$ cat config.mk
export PLATFORM = sky130hd
export DESIGN_NAME = frame_tx_sequencer
export DESIGN_NICKNAME = d
export VERILOG_FILES = /design/src/rtl/frame_tx_sequencer_pkg.sv /design/src/rtl/frame_tx_sequencer_piso.sv /design/src/rtl/frame_tx_sequencer.sv
export SDC_FILE = /design/constraint.sdc
export NUM_CORES = 1
export LEC_CHECK = 0
export BUFFER_PORTS_ARGS = -buffer_cell sky130_fd_sc_hd__buf_2
export CELL_PAD_IN_SITES_DETAIL_PLACEMENT = 0
export CELL_PAD_IN_SITES_GLOBAL_PLACEMENT = 1
export CORE_UTILIZATION = 36
export DETAILED_ROUTE_END_ITERATION = 12
export PLACE_DENSITY_LB_ADDON = 0.1
export SYNTH_ARGS = -nofsm -noshare
export SYNTH_HDL_FRONTEND = slang
export SYNTH_SLANG_ARGS = --single-unit
$ cat constraint.sdc
create_clock -name io_in -period 1.85 [get_ports io_in]
set_clock_uncertainty 0.1 [all_clocks]
set_input_delay 0.37 -clock io_in [delete_from_list [all_inputs] [get_ports io_in]]
set_output_delay 0.37 -clock io_in [all_outputs]
set_load 0.005 [all_outputs]
$ cat src/rtl/frame_tx_sequencer_pkg.sv
// Shared constants and state encoding for the serial frame transmitter.
// A frame is {trailer, data, header}, with bit 0 leaving the line first.
package frame_tx_sequencer_pkg;

  localparam int FRAME_LEN = 17;
  localparam int GAP_LEN   = 2;
  localparam int DATA_W    = 5;

  // Bit i of each constant is transmitted i-th within its field.
  localparam logic [4:0] FRAME_HEADER  = 5'b01111;   // 1,1,1,1,0
  localparam logic [6:0] FRAME_TRAILER = 7'b1111010; // 0,1,0,1,1,1,1

  typedef enum logic [1:0] {
    ST_IDLE  = 2'd0,
    ST_SHIFT = 2'd1,
    ST_GAP   = 2'd2
  } state_e;

  function automatic logic [16:0] build_frame(input logic [DATA_W-1:0] d);
    return {FRAME_TRAILER, d, FRAME_HEADER};
  endfunction

endpackage

$ cat src/rtl/frame_tx_sequencer_piso.sv
// Parallel-load, LSB-out shift register holding the frame in flight.
// Ones are shifted in from the top, so an exhausted register reads as idle line.
module frame_piso #(
  parameter int W = 17
) (
  input  logic         clk,
  input  logic         reset,
  input  logic         load,
  input  logic         shift,
  input  logic [W-1:0] din,
  output logic         q0
);

  logic [W-1:0] frame_q;

  always_ff @(posedge clk) begin
    if (reset) begin
      frame_q <= '1;
    end else if (load) begin
      frame_q <= din;
    end else if (shift) begin
      frame_q <= {1'b1, frame_q[W-1:1]};
    end
  end

  assign q0 = frame_q[0];

endmodule

$ cat src/rtl/frame_tx_sequencer.sv
// Frame sequencer: a rising edge on start launches one 17-bit frame followed
// by an idle-high gap; done pulses on the first idle cycle afterwards.
module frame_tx_sequencer
  import frame_tx_sequencer_pkg::*;
#(
  parameter int FRAME_LEN = frame_tx_sequencer_pkg::FRAME_LEN,
  parameter int GAP_LEN   = frame_tx_sequencer_pkg::GAP_LEN
) (
  input  logic [7:0] io_in,
  output logic [7:0] io_out,
  output state_e     dbg_state
);

  logic        clk, reset, start;
  logic [4:0]  data;
  assign clk   = io_in[0];
  assign reset = io_in[1];
  assign start = io_in[2];
  assign data  = io_in[7:3];

  state_e      state_q, state_d;
  logic [4:0]  bit_idx_q, bit_idx_d;
  logic [3:0]  gap_cnt_q, gap_cnt_d;
  logic        done_q, done_d;
  logic        start_q;
  logic        start_edge;
  logic        load, shift;
  logic        frame_bit;

  assign start_edge = start & ~start_q;

  always_ff @(posedge clk) begin
    if (reset) begin
      state_q   <= ST_IDLE;
      bit_idx_q <= '0;
      gap_cnt_q <= '0;
      done_q    <= 1'b0;
      start_q   <= 1'b0;
    end else begin
      state_q   <= state_d;
      bit_idx_q <= bit_idx_d;
      gap_cnt_q <= gap_cnt_d;
      done_q    <= done_d;
      start_q   <= start;
    end
  end

  always_comb begin
    state_d   = state_q;
    bit_idx_d = bit_idx_q;
    gap_cnt_d = gap_cnt_q;
    done_d    = 1'b0;
    load      = 1'b0;
    shift     = 1'b0;
    case (state_q)
      ST_IDLE: begin
        if (start_edge) begin
          state_d   = ST_SHIFT;
          bit_idx_d = '0;
          load      = 1'b1;
        end
      end
      ST_SHIFT: begin
        shift = 1'b1;
        if (bit_idx_q == 5'(FRAME_LEN - 1)) begin
          state_d   = ST_GAP;
          bit_idx_d = '0;
          gap_cnt_d = '0;
        end else begin
          bit_idx_d = bit_idx_q + 5'd1;
        end
      end
      ST_GAP: begin
        if (gap_cnt_q == 4'(GAP_LEN - 1)) begin
          state_d   = ST_IDLE;
          gap_cnt_d = '0;
          done_d    = 1'b1;
        end else begin
          gap_cnt_d = gap_cnt_q + 4'd1;
        end
      end
      default: state_d = ST_IDLE;
    endcase
  end

  frame_piso #(.W(FRAME_LEN)) u_piso (
    .clk   (clk),
    .reset (reset),
    .load  (load),
    .shift (shift),
    .din   (build_frame(data)),
    .q0    (frame_bit)
  );

  // Outputs come straight from registers; the line only carries frame data in SHIFT.
  assign io_out[0]   = (state_q == ST_SHIFT) ? frame_bit : 1'b1;
  assign io_out[1]   = (state_q != ST_IDLE);
  assign io_out[2]   = done_q;
  assign io_out[7:3] = bit_idx_q;
  assign dbg_state   = state_q;

endmodule

; ---- Word-level counts from Yosys, hierarchy flattened
; Index checks and enable logic that the tools add are counted.
[classes]
addsub = 2
eq_ne = 7
n_mux = 17
bitwise_logic = 3
reduce_logical = 10
[op_table]
columns = cell, count
row1 = $mux W13, 2
row2 = $mux W5, 2
row3 = $pmux W5 S2, 1
row4 = $mux W4, 2
row5 = $pmux W4 S2, 1
row6 = $reduce_bool A2 Y1, 4
row7 = $mux W2, 3
row8 = $ne A2 B2 Y1 const B, 3
row9 = $pmux W2 S3, 1
row10 = $add A5 B1 Y5 const B, 1
row11 = $eq A5 B5 Y1 const B, 1
row12 = $mux W1, 5
row13 = $add A4 B1 Y4 const B, 1
row14 = $eq A4 B1 Y1 const B, 1
row15 = $reduce_and A2 Y1, 2
row16 = $reduce_or A2 Y1, 2
row17 = $reduce_and A3 Y1, 1
row18 = $eq A2 B1 Y1 const B, 1
row19 = $eq A2 B2 Y1 const B, 1
row20 = $logic_not A2 Y1, 1
row21 = $not A1 Y1, 2
row22 = $and A1 B1 Y1, 1
[word_totals]
reg_bits = 26
inputBits = 8
wordCells = 46

; ---- Depth between registers and ports, before layout
[depth]
ltp_word = 5
ltp_mapped = 7
depth_no_buf = 6

; ---- Modules after synthesis
; Synthesis repeated with hierarchy kept, for this count alone.
[unflattened]
hier_cells = 150
hier_area_um2 = 1451.4
[modules_own_cells]
columns = module, instances, cells_per_inst, area_per_inst_um2
row1 = frame_piso, 1, 75, 797.0
row2 = frame_tx_sequencer, 1, 75, 654.4

; ---- Least setup slack after synthesis
; Ideal clock, no wire load.
[synth_path]
kind = reg-to-reg
start = register gap_cnt_q[1]
end = register gap_cnt_q[2]
setup_ns = 0.057
arrival_time_ns = 1.410
required_ns = 1.693
slack_ns = 0.283
path_stages_with_launch = 8
period_less_slack_ns = 1.567
cell_sequence = dfxtp_1 inv_1 ha_1 nor3b_2 or3_1 buf_2 nor3b_2 a21o_1
[synth_via]
elab_chain_len = 3
word_cells_on_any_way = 4
[synth_lines]
columns = item, line
row1 = start: declaration, frame_tx_sequencer.sv:23  ; logic [3:0] gap_cnt_q, gap_cnt_d;
row2 = start signal: assignment, frame_tx_sequencer.sv:42  ; gap_cnt_q <= gap_cnt_d;
row3 = $add A4 B1 Y4 or $eq A4 B1 Y1 (tied branches), "frame_tx_sequencer.sv:79, frame_tx_sequencer.sv:74"
row4 = $mux W4 (*), frame_tx_sequencer.sv:74  ; if (gap_cnt_q == 4'(GAP_LEN - 1)) begin
row5 = $pmux W4 S2 (*), frame_tx_sequencer.sv:55  ; case (state_q)
; Mark *: on every way between the ends. The rest lies on a longest branch, timed or not.
; A chain may end at the register's enable or synchronous reset.

==> impl_results.md <==
* Normalized max-slew margin at 77.8%
* Router iterations before antenna repair at 6
* Clock tree from TritonCTS: yes
* Worst setup SP type: clock port
* Avg Vias per Cell at roughly 5.3
* Routability Congestion at approximately 0.69
* Total Nets Final at 183
* Via count of the first global-routing pass at ~1400
* Combinational family with the most area after synthesis: simple AND/OR/NAND/NOR gates
* Cell taking the most area after synthesis: dfxtp_1
* Yosys reg bits at 26
* Final setup slack of the worst path at 0.0419 ns
* Fraction of post-synthesis cell area in the top cell type by area at 45.6%
* Initial DRC Count at 67
* Violations in the final reports: negative hold slack
* Total routing resource utilization after global routing at about 25%
* HPWL Detailed at around 1700 um
* Area Overhead vs Synth at 42.0%
* Crit Path Category: clk2reg
* Register clock-pin slew on the reported worst setup and hold paths at approximately 0.15 ns
* Number of input and output port buffers inserted at 10
* Kind of end point of the critical path: flop
* Slowest-stage cell, CP: or3_4
* Vias at between 1000 and 1500
* Worst hold path startpoint: io_in[5]
* Fraction of the mapped netlist area in adder cells at about 4.4%
* Share of synthesized area spent on multiplexers at 0%
* Wire length of the first global-routing pass at about 5200 um
* Max Cap Violations at 0
* Main area contributors after synthesis: dfxtp_1, nand2_1, ha_1
* DRC violations left at 0
* Cts hold-fix bufs at 0
* Total Wirelength at approximately 3300 um
* # fillers at between 300 and 400
* Endpoint, Worst Hold: u_piso.frame_q[7]
* Antenna Violating Nets Remaining at 0
* Number of instances in the synthesized netlist at ~140
* Most common cell after layout, fill and taps aside: nand2_1
* Cell Area, Synth at 1140 um2
* Depth of the critical timing path with buffers and inverters included at 6
* Worst Tran Pin Value at between 0.3 and 0.4 ns
* Average footprint of a synthesized cell at around 8.5 um2
* Static power due to leakage at ~0.7 nW
* Post-place setup slack at between 0.03 and 0.04 ns
* Crit path cell chain: buf_8 -> or3_4 -> clkbuf_4 -> clkbuf_4 -> nor3b_2 -> a21o_1
* Status: complete, but fails checks
* Synthesized-area fraction occupied by and/or/nand/nor cells at between 20% and 30%
* Final Power at 3.22 mW
* Worst Path Buf+Inv at 3
* Core utilization of the finished layout at approximately 54%
* Final-report setup violation count at 0
* Sequential fraction of the synthesis area at 45.6%
* Pin count of the biggest net entering global routing at 16
* Maximum fanout along the worst path at 13
* Crit. Startpoint: io_in[1]
* Ant. Diodes at 0
* Post-DP Area at around 1200 um2
* Final-report hold violation count at 10
* Parity-gate share of the synthesized area counting xor and xnor cells at 0%
* Reg2Reg Depth at 8
* Clock latency at the later pin of the worst-skew pair at 0.32 ns
* RR Startpoint: gap_cnt_q[1]
* FF-to-FF setup slack at 0.09 ns
* Number of library cell types mapped by synthesis at 33
* Starting utilization of the core area at ~38%
* Antenna violations before repair at 0
* Final instance count without filler cells at around 220
* Worst path arrival time at between 1.5 and 2 ns
* Core area at about 3000 um2
* Die X at between 50 and 60 um
* Worst vdd rail ir drop at 0.869 mV
* Commonest non-fill, non-tap cells in the layout: nand2_1, clkbuf_4, dfxtp_1
* Worst stage delay on the critical path at approximately 0.39 ns
* Full die area at about 3400 um2
* Type of the most critical hold path: clk2reg
* Wirelength per Cell at roughly 15 um
* Worst hold margin at -0.327 ns
* Nets in the synthesized netlist at around 150
* Data required time at the worst endpoint at about 2.0 ns
* Top cell family by delay on the critical path: simple AND/OR/NAND/NOR gates
* Ratio of cells with drive above 1 in the final layout at 36.9%
* Top-Level Pins at 18
* Number of warnings printed during yosys synthesis at 0
* Total power density per cell area at about 2000 nW/um2
* Number of instances on the worst hold path at 2
* Site row count at 20
* Non-Filler Cell Area, Final at 1620 um2
* Worst R2R End: gap_cnt_q[2]
* GRT overflow at 0
* Area fraction in compound gates after synthesis at 16.6%
* Count of placed standard cells including taps at roughly 180
* Cell type with the highest occurrence count on the critical path: clkbuf_4
* Final max-slew violation count at 0
* Vertical die dimension at 58.3 um
-- metrics by stage --
stage	hold WS [ns]	TNS [ns]
after floorplan	0.0282	-0.0894
after global placement	-0.0309	0
after detailed placement	-0.0309	0
after CTS	-0.342	0
after global routing	-0.356	-0.000312
final	-0.327	0
-- sequential cells by signal, summed over array words and instances, names as in the netlist --
| name | cells |
|---|---|
| gap_cnt_q | 4 |
| dbg_state | 2 |
| u_piso.frame_q | 13 |
| bit_idx_q | 5 |
| done_q | 1 |
| start_q | 1 |
-- what timing repair did --
action / in CTS / in global routing
buffers inserted: 1 / 2
gates cloned: 0 / 0
setup endpoints to repair: 23 / 4
resized for setup: 18 / 7
pin swaps: 2 / 2
-- kinds of logic (layout without fill, tap and decap cells) --
kind of cell / after synthesis / count (layout)
buffers and inverters: 13 / 57
DFF: 26 / 26
adders and majority gates: 4 / 4
AOI/OAI and AO/OA: 29 / 29
and+or+nand+nor: 63 / 63
-- synthesized netlist by cell type (all sizes together) --
master	count
clkbuf	1
nor3	4
nand2b	3
nor2	11
a221oi	5
o22ai	1
ha	4
nand3	7
o21ai	7
o21bai	1
inv	5
a211o	3
and2	1
a211oi	1
nor2b	4
buf	7
a21oi	8
nor3b	3
nand4	2
and4bb	1
a31oi	1
or3	1
nand2	26
a21o	1
a311oi	1
dfxtp	26
-- report_power, final --
part           leakage, nW   total [mW]  internal [mW]  switching (mW)
Clock                0.303         2.60           1.42            1.19
Sequential           0.227        0.623          0.623               0
Combinational        0.153  0.000000153              0               0
-- worst max path at each step --
stage | to | slack, ns
global placement | u_piso.frame_q[5] | 0.04
CTS | gap_cnt_q[2] | 0.009
global route | gap_cnt_q[2] | -0.0003
floorplan | u_piso.frame_q[5] | -0.02
finish | gap_cnt_q[2] | 0.04
detailed placement | u_piso.frame_q[5] | 0.04
-- per-layer routing --
metal | wire length, um | global-route usage, % | up-vias
met4 | 193 | 45.2 | 0
met1 | 1230 | 14.8 | 536
li1 | - | - | 551
met5 | 0 | 0 | -
met2 | 1540 | 25.6 | 69
met3 | 337 | 32.1 | 20
-- worst reg2reg max path: stages, from the launching register on --
cell and delay, ns:
dfxtp_2 0.36, inv_1 0.05, ha_1 0.16, nor3b_2 0.16
or3_4 0.33, clkbuf_4 0.15, clkbuf_4 0.14, nor3b_2 0.16
a21o_1 0.10
-- layout make-up --
| type | instances | area, um2 | share of cell area [%] |
|---|---|---|---|
| multi-input cells | 96 | 623 | 38.5 |
| flip-flops and latches | 26 | 532 | 32.8 |
| clock buffers | 34 | 269 | 16.6 |
| repair buffers | 14 | 80.1 | 4.94 |
| well taps | 44 | 55.1 | 3.40 |
| clock inverters | 4 | 42.5 | 2.63 |
| inverters | 5 | 18.8 | 1.16 |
No activity file was read; power rests on OpenSTA's default activity.
